File: src/rtl/vga_sync_if.sv
// Raster timing bundle shared by the sync generator and the renderers.
interface vga_sync_if;
    logic [9:0] hcount;
    logic [9:0] vcount;
    logic       hsync;
    logic       vsync;
    logic       video_on;
    logic       pix_en;
    logic       frame_start;

    modport master (
        output hcount, vcount, hsync, vsync,
        output video_on, pix_en, frame_start
    );

    modport slave (
        input hcount, vcount, hsync, vsync,
        input video_on, pix_en, frame_start
    );
endinterface

File: src/rtl/vga_sync.sv
// Raster timing generator: pixel-rate divider, h/v counters, sync decodes.
module vga_sync #(
    parameter int CLK_DIV  = 2,
    parameter int H_ACTIVE = 640,
    parameter int H_FP     = 16,
    parameter int H_SYNC   = 96,
    parameter int H_BP     = 48,
    parameter int V_ACTIVE = 480,
    parameter int V_FP     = 10,
    parameter int V_SYNC   = 2,
    parameter int V_BP     = 33
) (
    input  logic       clk,
    input  logic       rst,
    vga_sync_if.master vga
);
    localparam int H_TOTAL = H_ACTIVE + H_FP + H_SYNC + H_BP;
    localparam int V_TOTAL = V_ACTIVE + V_FP + V_SYNC + V_BP;

    if (H_TOTAL > 1024 || V_TOTAL > 1024) begin : g_bad_total
        $error("vga_sync: H_TOTAL/V_TOTAL exceed 1024");
    end
    if (CLK_DIV < 1 || CLK_DIV > 4) begin : g_bad_div
        $error("vga_sync: CLK_DIV must be 1..4");
    end

    localparam logic [1:0]  DIV_MAX = 2'(CLK_DIV - 1);
    localparam logic [9:0]  H_MAX   = 10'(H_TOTAL - 1);
    localparam logic [9:0]  V_MAX   = 10'(V_TOTAL - 1);
    localparam logic [10:0] HA      = 11'(H_ACTIVE);
    localparam logic [10:0] HS_B    = 11'(H_ACTIVE + H_FP);
    localparam logic [10:0] HS_E    = 11'(H_ACTIVE + H_FP + H_SYNC);
    localparam logic [10:0] VA      = 11'(V_ACTIVE);
    localparam logic [10:0] VS_B    = 11'(V_ACTIVE + V_FP);
    localparam logic [10:0] VS_E    = 11'(V_ACTIVE + V_FP + V_SYNC);

    logic [1:0] div_q, div_d;
    logic       pix_q, pix_d;
    logic [9:0] h_q, h_d;
    logic [9:0] v_q, v_d;
    logic       hs_q, hs_d;
    logic       vs_q, vs_d;
    logic       von_q, von_d;
    logic       fs_q, fs_d;

    logic [10:0] h_x;
    logic [10:0] v_x;

    always_comb begin
        div_d = (div_q == DIV_MAX) ? 2'd0 : div_q + 2'd1;
        pix_d = (div_q == DIV_MAX);
        h_d   = h_q;
        v_d   = v_q;
        if (pix_q) begin
            if (h_q == H_MAX) begin
                h_d = 10'd0;
                v_d = (v_q == V_MAX) ? 10'd0 : v_q + 10'd1;
            end else begin
                h_d = h_q + 10'd1;
            end
        end
        fs_d  = pix_q && (h_q == H_MAX) && (v_q == V_MAX);
        // Decode from next-state counts so flags line up with the counters.
        h_x   = {1'b0, h_d};
        v_x   = {1'b0, v_d};
        hs_d  = !((h_x >= HS_B) && (h_x < HS_E));
        vs_d  = !((v_x >= VS_B) && (v_x < VS_E));
        von_d = (h_x < HA) && (v_x < VA);
    end

    always_ff @(posedge clk) begin
        if (rst) begin
            div_q <= 2'd0;
            pix_q <= 1'b0;
            h_q   <= 10'd0;
            v_q   <= 10'd0;
            hs_q  <= 1'b1;
            vs_q  <= 1'b1;
            von_q <= 1'b1;
            fs_q  <= 1'b0;
        end else begin
            div_q <= div_d;
            pix_q <= pix_d;
            h_q   <= h_d;
            v_q   <= v_d;
            hs_q  <= hs_d;
            vs_q  <= vs_d;
            von_q <= von_d;
            fs_q  <= fs_d;
        end
    end

    assign vga.hcount      = h_q;
    assign vga.vcount      = v_q;
    assign vga.hsync       = hs_q;
    assign vga.vsync       = vs_q;
    assign vga.video_on    = von_q;
    assign vga.pix_en      = pix_q;
    assign vga.frame_start = fs_q;
endmodule

File: src/flat_wrapper.sv
// flat-port wrapper written by rule: the top's interface ports become plain ports
module vga_sync_flat 
#(
    parameter int CLK_DIV  = 2,
    parameter int H_ACTIVE = 640,
    parameter int H_FP     = 16,
    parameter int H_SYNC   = 96,
    parameter int H_BP     = 48,
    parameter int V_ACTIVE = 480,
    parameter int V_FP     = 10,
    parameter int V_SYNC   = 2,
    parameter int V_BP     = 33
)
  (clk, rst, vga_hcount, vga_vcount, vga_hsync, vga_vsync, vga_video_on, vga_pix_en, vga_frame_start);
  vga_sync_if vga_i ();
  input  logic clk;
  input  logic rst;
  output wire logic [$bits(vga_i.hcount)-1:0] vga_hcount;
  output wire logic [$bits(vga_i.vcount)-1:0] vga_vcount;
  output wire logic [$bits(vga_i.hsync)-1:0] vga_hsync;
  output wire logic [$bits(vga_i.vsync)-1:0] vga_vsync;
  output wire logic [$bits(vga_i.video_on)-1:0] vga_video_on;
  output wire logic [$bits(vga_i.pix_en)-1:0] vga_pix_en;
  output wire logic [$bits(vga_i.frame_start)-1:0] vga_frame_start;
  assign vga_hcount = vga_i.hcount;
  assign vga_vcount = vga_i.vcount;
  assign vga_hsync = vga_i.hsync;
  assign vga_vsync = vga_i.vsync;
  assign vga_video_on = vga_i.video_on;
  assign vga_pix_en = vga_i.pix_en;
  assign vga_frame_start = vga_i.frame_start;
  vga_sync #(.CLK_DIV(CLK_DIV), .H_ACTIVE(H_ACTIVE), .H_FP(H_FP), .H_SYNC(H_SYNC), .H_BP(H_BP), .V_ACTIVE(V_ACTIVE), .V_FP(V_FP), .V_SYNC(V_SYNC), .V_BP(V_BP)) u_core (.clk(clk), .rst(rst), .vga(vga_i));
endmodule
File: config.mk
export PLATFORM = sky130hd
export DESIGN_NAME = vga_sync_flat
export DESIGN_NICKNAME = d
export VERILOG_FILES = /design/src/rtl/vga_sync_if.sv /design/src/rtl/vga_sync.sv /design/src/flat_wrapper.sv
export SDC_FILE = /design/constraint.sdc
export NUM_CORES = 1
export LEC_CHECK = 0
export ABC_AREA = 1
export CAP_MARGIN = 15
export CORE_ASPECT_RATIO = 1.5
export CORE_MARGIN = 4
export CORE_UTILIZATION = 40
export DETAILED_ROUTE_END_ITERATION = 6
export GPL_TIMING_DRIVEN = 0
export MAX_ROUTING_LAYER = met4
export SETUP_SLACK_MARGIN = 0.02
export SLEW_MARGIN = 5
export SYNTH_ARGS = -nofsm -noshare
export SYNTH_HDL_FRONTEND = slang
export SYNTH_SLANG_ARGS = --single-unit
File: constraint.sdc
create_clock -name clk -period 2.7 [get_ports clk]
set_clock_uncertainty 0.1 [all_clocks]
set_input_delay 0.54 -clock clk [delete_from_list [all_inputs] [get_ports clk]]
set_output_delay 0.54 -clock clk [all_outputs]
set_load 0.03 [all_outputs]
==> impl_metrics.env <==
export IMPL_status="complete, no violations"
export IMPL_ys_types=24
export IMPL_area_growth_pct=25.29
export IMPL_fin_nets=250
export IMPL_portBuffers=26
export IMPL_worstPathRequired_ns=2.06
export IMPL_fmaxAchievable_ghz=0.4823
export IMPL_num_antenna_cells=0
export IMPL_reg2reg_depth=12
export IMPL_rows=26
export IMPL_cp_start_kind="flop"
export IMPL_p_leak_nw=0.7628
export IMPL_rsz0062_at_grt="false"
export IMPL_die_area_sq_um=4573
export IMPL_slew_headroom_pct=65.13
export IMPL_setup_viol=0
export IMPL_critPathTopFamily="buffers and inverters"
export IMPL_grt_pass1_vias=1373
export IMPL_place_gp_congestion=0.8212
export IMPL_finalWirelength_um=3355
export IMPL_drt_antenna_violating_nets=0
export IMPL_cts_sinks=27
export IMPL_grt_util_all_layers_pct=16.32
export IMPL_tightest_slew_ns=0.5191
export IMPL_dpl_hpwl_um=2674
export IMPL_whs_path_depth=1
export IMPL_drc=0
export IMPL_cts_tree="done"
export IMPL_crit_chain="clkdlybuf4s50_1"
export IMPL_hold_viol_final=0
export IMPL_ys_seq_area_share_pct=38.20
export IMPL_antenna_found_initial=0
export IMPL_clock_latency_ns=0.27
export IMPL_fin_util_pct=51.90
export IMPL_synth_warnings=0
export IMPL_period_minus_slack_ns=2.073
export IMPL_worst_r2r_setup_slack_ns=0.69
export IMPL_use_met2_pct=29.98
export IMPL_dr_pass1_iters=4
export IMPL_cap_violations=0
export IMPL_finalCritPeriodShare_pct=76.79
export IMPL_switching_power_uw=154.8
export IMPL_finalPower_uw=682.3
export IMPL_hold_start="u_core.div_q[0]"
export IMPL_post_cts_resized=0
export IMPL_fp_dieH_um=80.85
export IMPL_grt_max_degree=15
export IMPL_endpoint_kind="primary output"
export IMPL_place_inst=281
export IMPL_timing_rr_start="u_core.vga.hcount[1]"
export IMPL_final_setup_tns_ns=0
export IMPL_cp_slowest_stage_delay_ns=0.71
export IMPL_syn_inst=213
export IMPL_grt_busiest_layer="met2"
export IMPL_arrival_ns=1.43
export IMPL_drt_iter0_drc=31
export IMPL_path_max_fanout=6
export IMPL_grt_first_pass_wirelength_um=5761
export IMPL_drive_gt1_share_pct=5.350
export IMPL_h_tree_depth=1
export IMPL_clock_root_buffer="clkbuf_8"
export IMPL_ioPinCount=27
export IMPL_detail_route_wl_per_cell_um=11.77
export IMPL_cpMaxStageDelayCell="clkdlybuf4s50_1"
export IMPL_avgSynthCellArea_sq_um=6.644
export IMPL_intPower_uw=527.5
export IMPL_cts_clk_slew_worst_paths_ns=0.09
export IMPL_via_count=1415
export IMPL_ys_ff_latch=27
export IMPL_grt_use_met3_pct=1.908
export IMPL_synth_nets=219
export IMPL_pwr_share_clk_pct=32.9
export IMPL_critical_path_buf_inv_count=1
export IMPL_cellPowerDensity_nw_per_um2=384.9
export IMPL_numCtsBuffers=3
export IMPL_switching_share_pct=22.69
export IMPL_cts_buffer_depth=2
export IMPL_overflow=0
export IMPL_fin_cells=285
export IMPL_die_w_um=56.57
export IMPL_post_cts_buffers=0
export IMPL_critPathKind="reg2out"
export IMPL_min_to="u_core.div_q[0]"
export IMPL_core_sq_um=3416
export IMPL_use_met1_pct=16.92
export IMPL_slew_viol_final=0
export IMPL_p_comb_share_pct=7.0
export IMPL_hp_class="reg2reg"
export IMPL_vias_per_cell=4.965
export IMPL_syn_area_sq_um=1415
export IMPL_initial_core_util_pct=41.43
export IMPL_seqPwrFrac_pct=60.1
export IMPL_rr_endpoint="u_core.vga.vsync"
export IMPL_ctsHoldBuffers=0
export IMPL_vdd_drop_max_mv=0.2483
## sequential cells by signal, indices dropped and copies added, names as in the netlist
register / cells
u_core.vga.frame_start: 1
u_core.vga.pix_en: 1
u_core.vga.vcount: 10
u_core.vga.hcount: 10
u_core.vga.hsync: 1
u_core.vga.vsync: 1
u_core.vga.video_on: 1
u_core.div_q: 2
## how the worst max path moves through the flow
stage	from	endpoint	slack, ns	depth (start not counted)
after floorplan	u_core.vga.hcount[1]	u_core.vga.vsync	0.79	10
after global placement	u_core.vga.hcount[0]	u_core.vga.vsync	0.72	12
after detailed placement	u_core.vga.hcount[1]	u_core.vga.vsync	0.72	12
after CTS	u_core.vga.vcount[5]	vga_vcount[5]	0.61	1
after global routing	u_core.vga.hcount[0]	u_core.vga.vsync	0.49	10
final	u_core.vga.vcount[5]	vga_vcount[5]	0.63	1
## cells in the final DEF (no fill, tap or decap), drive strengths merged
cell / instances
nand2: 61
nor2: 35
inv: 31
dfxtp: 27
clkdlybuf4s50: 26
nand3: 21
nor3: 7
clkbuf: 7
nand4: 6
a21oi: 6
ha: 4
o21ai: 3
xnor2: 2
buf: 1
o21bai: 1
nand3b: 1
xor2: 1
a31oi: 1
and2: 1
a211oi: 1
## cell families (layout without fill, tap and decap cells)
logic type	after synthesis	after routing	synth area share [%]
AO/OA/AOI/OAI	12	12	4.687
XOR/XNOR	3	3	1.857
buffers and inverters	35	65	9.549
AND/OR/NAND/NOR	132	132	42.18
adder cells (fa/ha/maj)	4	4	3.537
flip-flops	27	27	38.20
## power groups by stage
| stage | registers [mW] | logic, mW | clock network, mW |
|---|---|---|---|
| after global placement | 0.419 | 0.0478 | 0 |
| after detailed placement | 0.419 | 0.0483 | 0 |
| after global routing | 0.411 | 0.0543 | 0.250 |
| after floorplan | 0.425 | 0.0255 | 0 |
| after CTS | 0.410 | 0.0483 | 0.238 |
| final | 0.410 | 0.0478 | 0.225 |
## metrics by stage
stage               setup slack (ns)  area (sq um)  hold slack [ns]
global route                  0.4865          1773           0.3695
floorplan                     0.7926          1415           0.3084
global placement              0.7175          1728           0.3213
CTS                           0.6116          1773           0.3423
finish                        0.6267          1773           0.3347
detailed placement            0.7212          1728           0.3284
## routing by layer
layer,routed length (um),part of all wire (%)
met1,1359,41
met2,1772,53
met3,106,3.2
met4,116,3.5
met5,0,0
## area by class of cell
class	instances	area [sq um]
sequential	27	540.5
multi-input combinational	151	739.5
buffer	4	18.77
fill	362	1643
clock buffer	4	45.04
tap	42	52.55
inverter	31	116.4
timing repair buffer	26	260.3
## synth_stat cells (all sizes together)
library cell / instances / area, sq um
nand2: 61 / 244.0
o21bai: 1 / 7.510
buf: 1 / 7.510
dfxtp: 27 / 540.5
and2: 1 / 6.260
nor2: 35 / 156.4
nand4: 6 / 37.54
o21ai: 3 / 15.01
xor2: 1 / 8.760
nand3b: 1 / 7.510
xnor2: 2 / 17.52
nor3: 7 / 35.03
ha: 4 / 50.05
nand3: 21 / 110.1
a31oi: 1 / 6.260
a21oi: 6 / 30.03
a211oi: 1 / 7.510
inv: 31 / 116.4
clkbuf: 3 / 11.26
(Power assumes the default switching activity.)
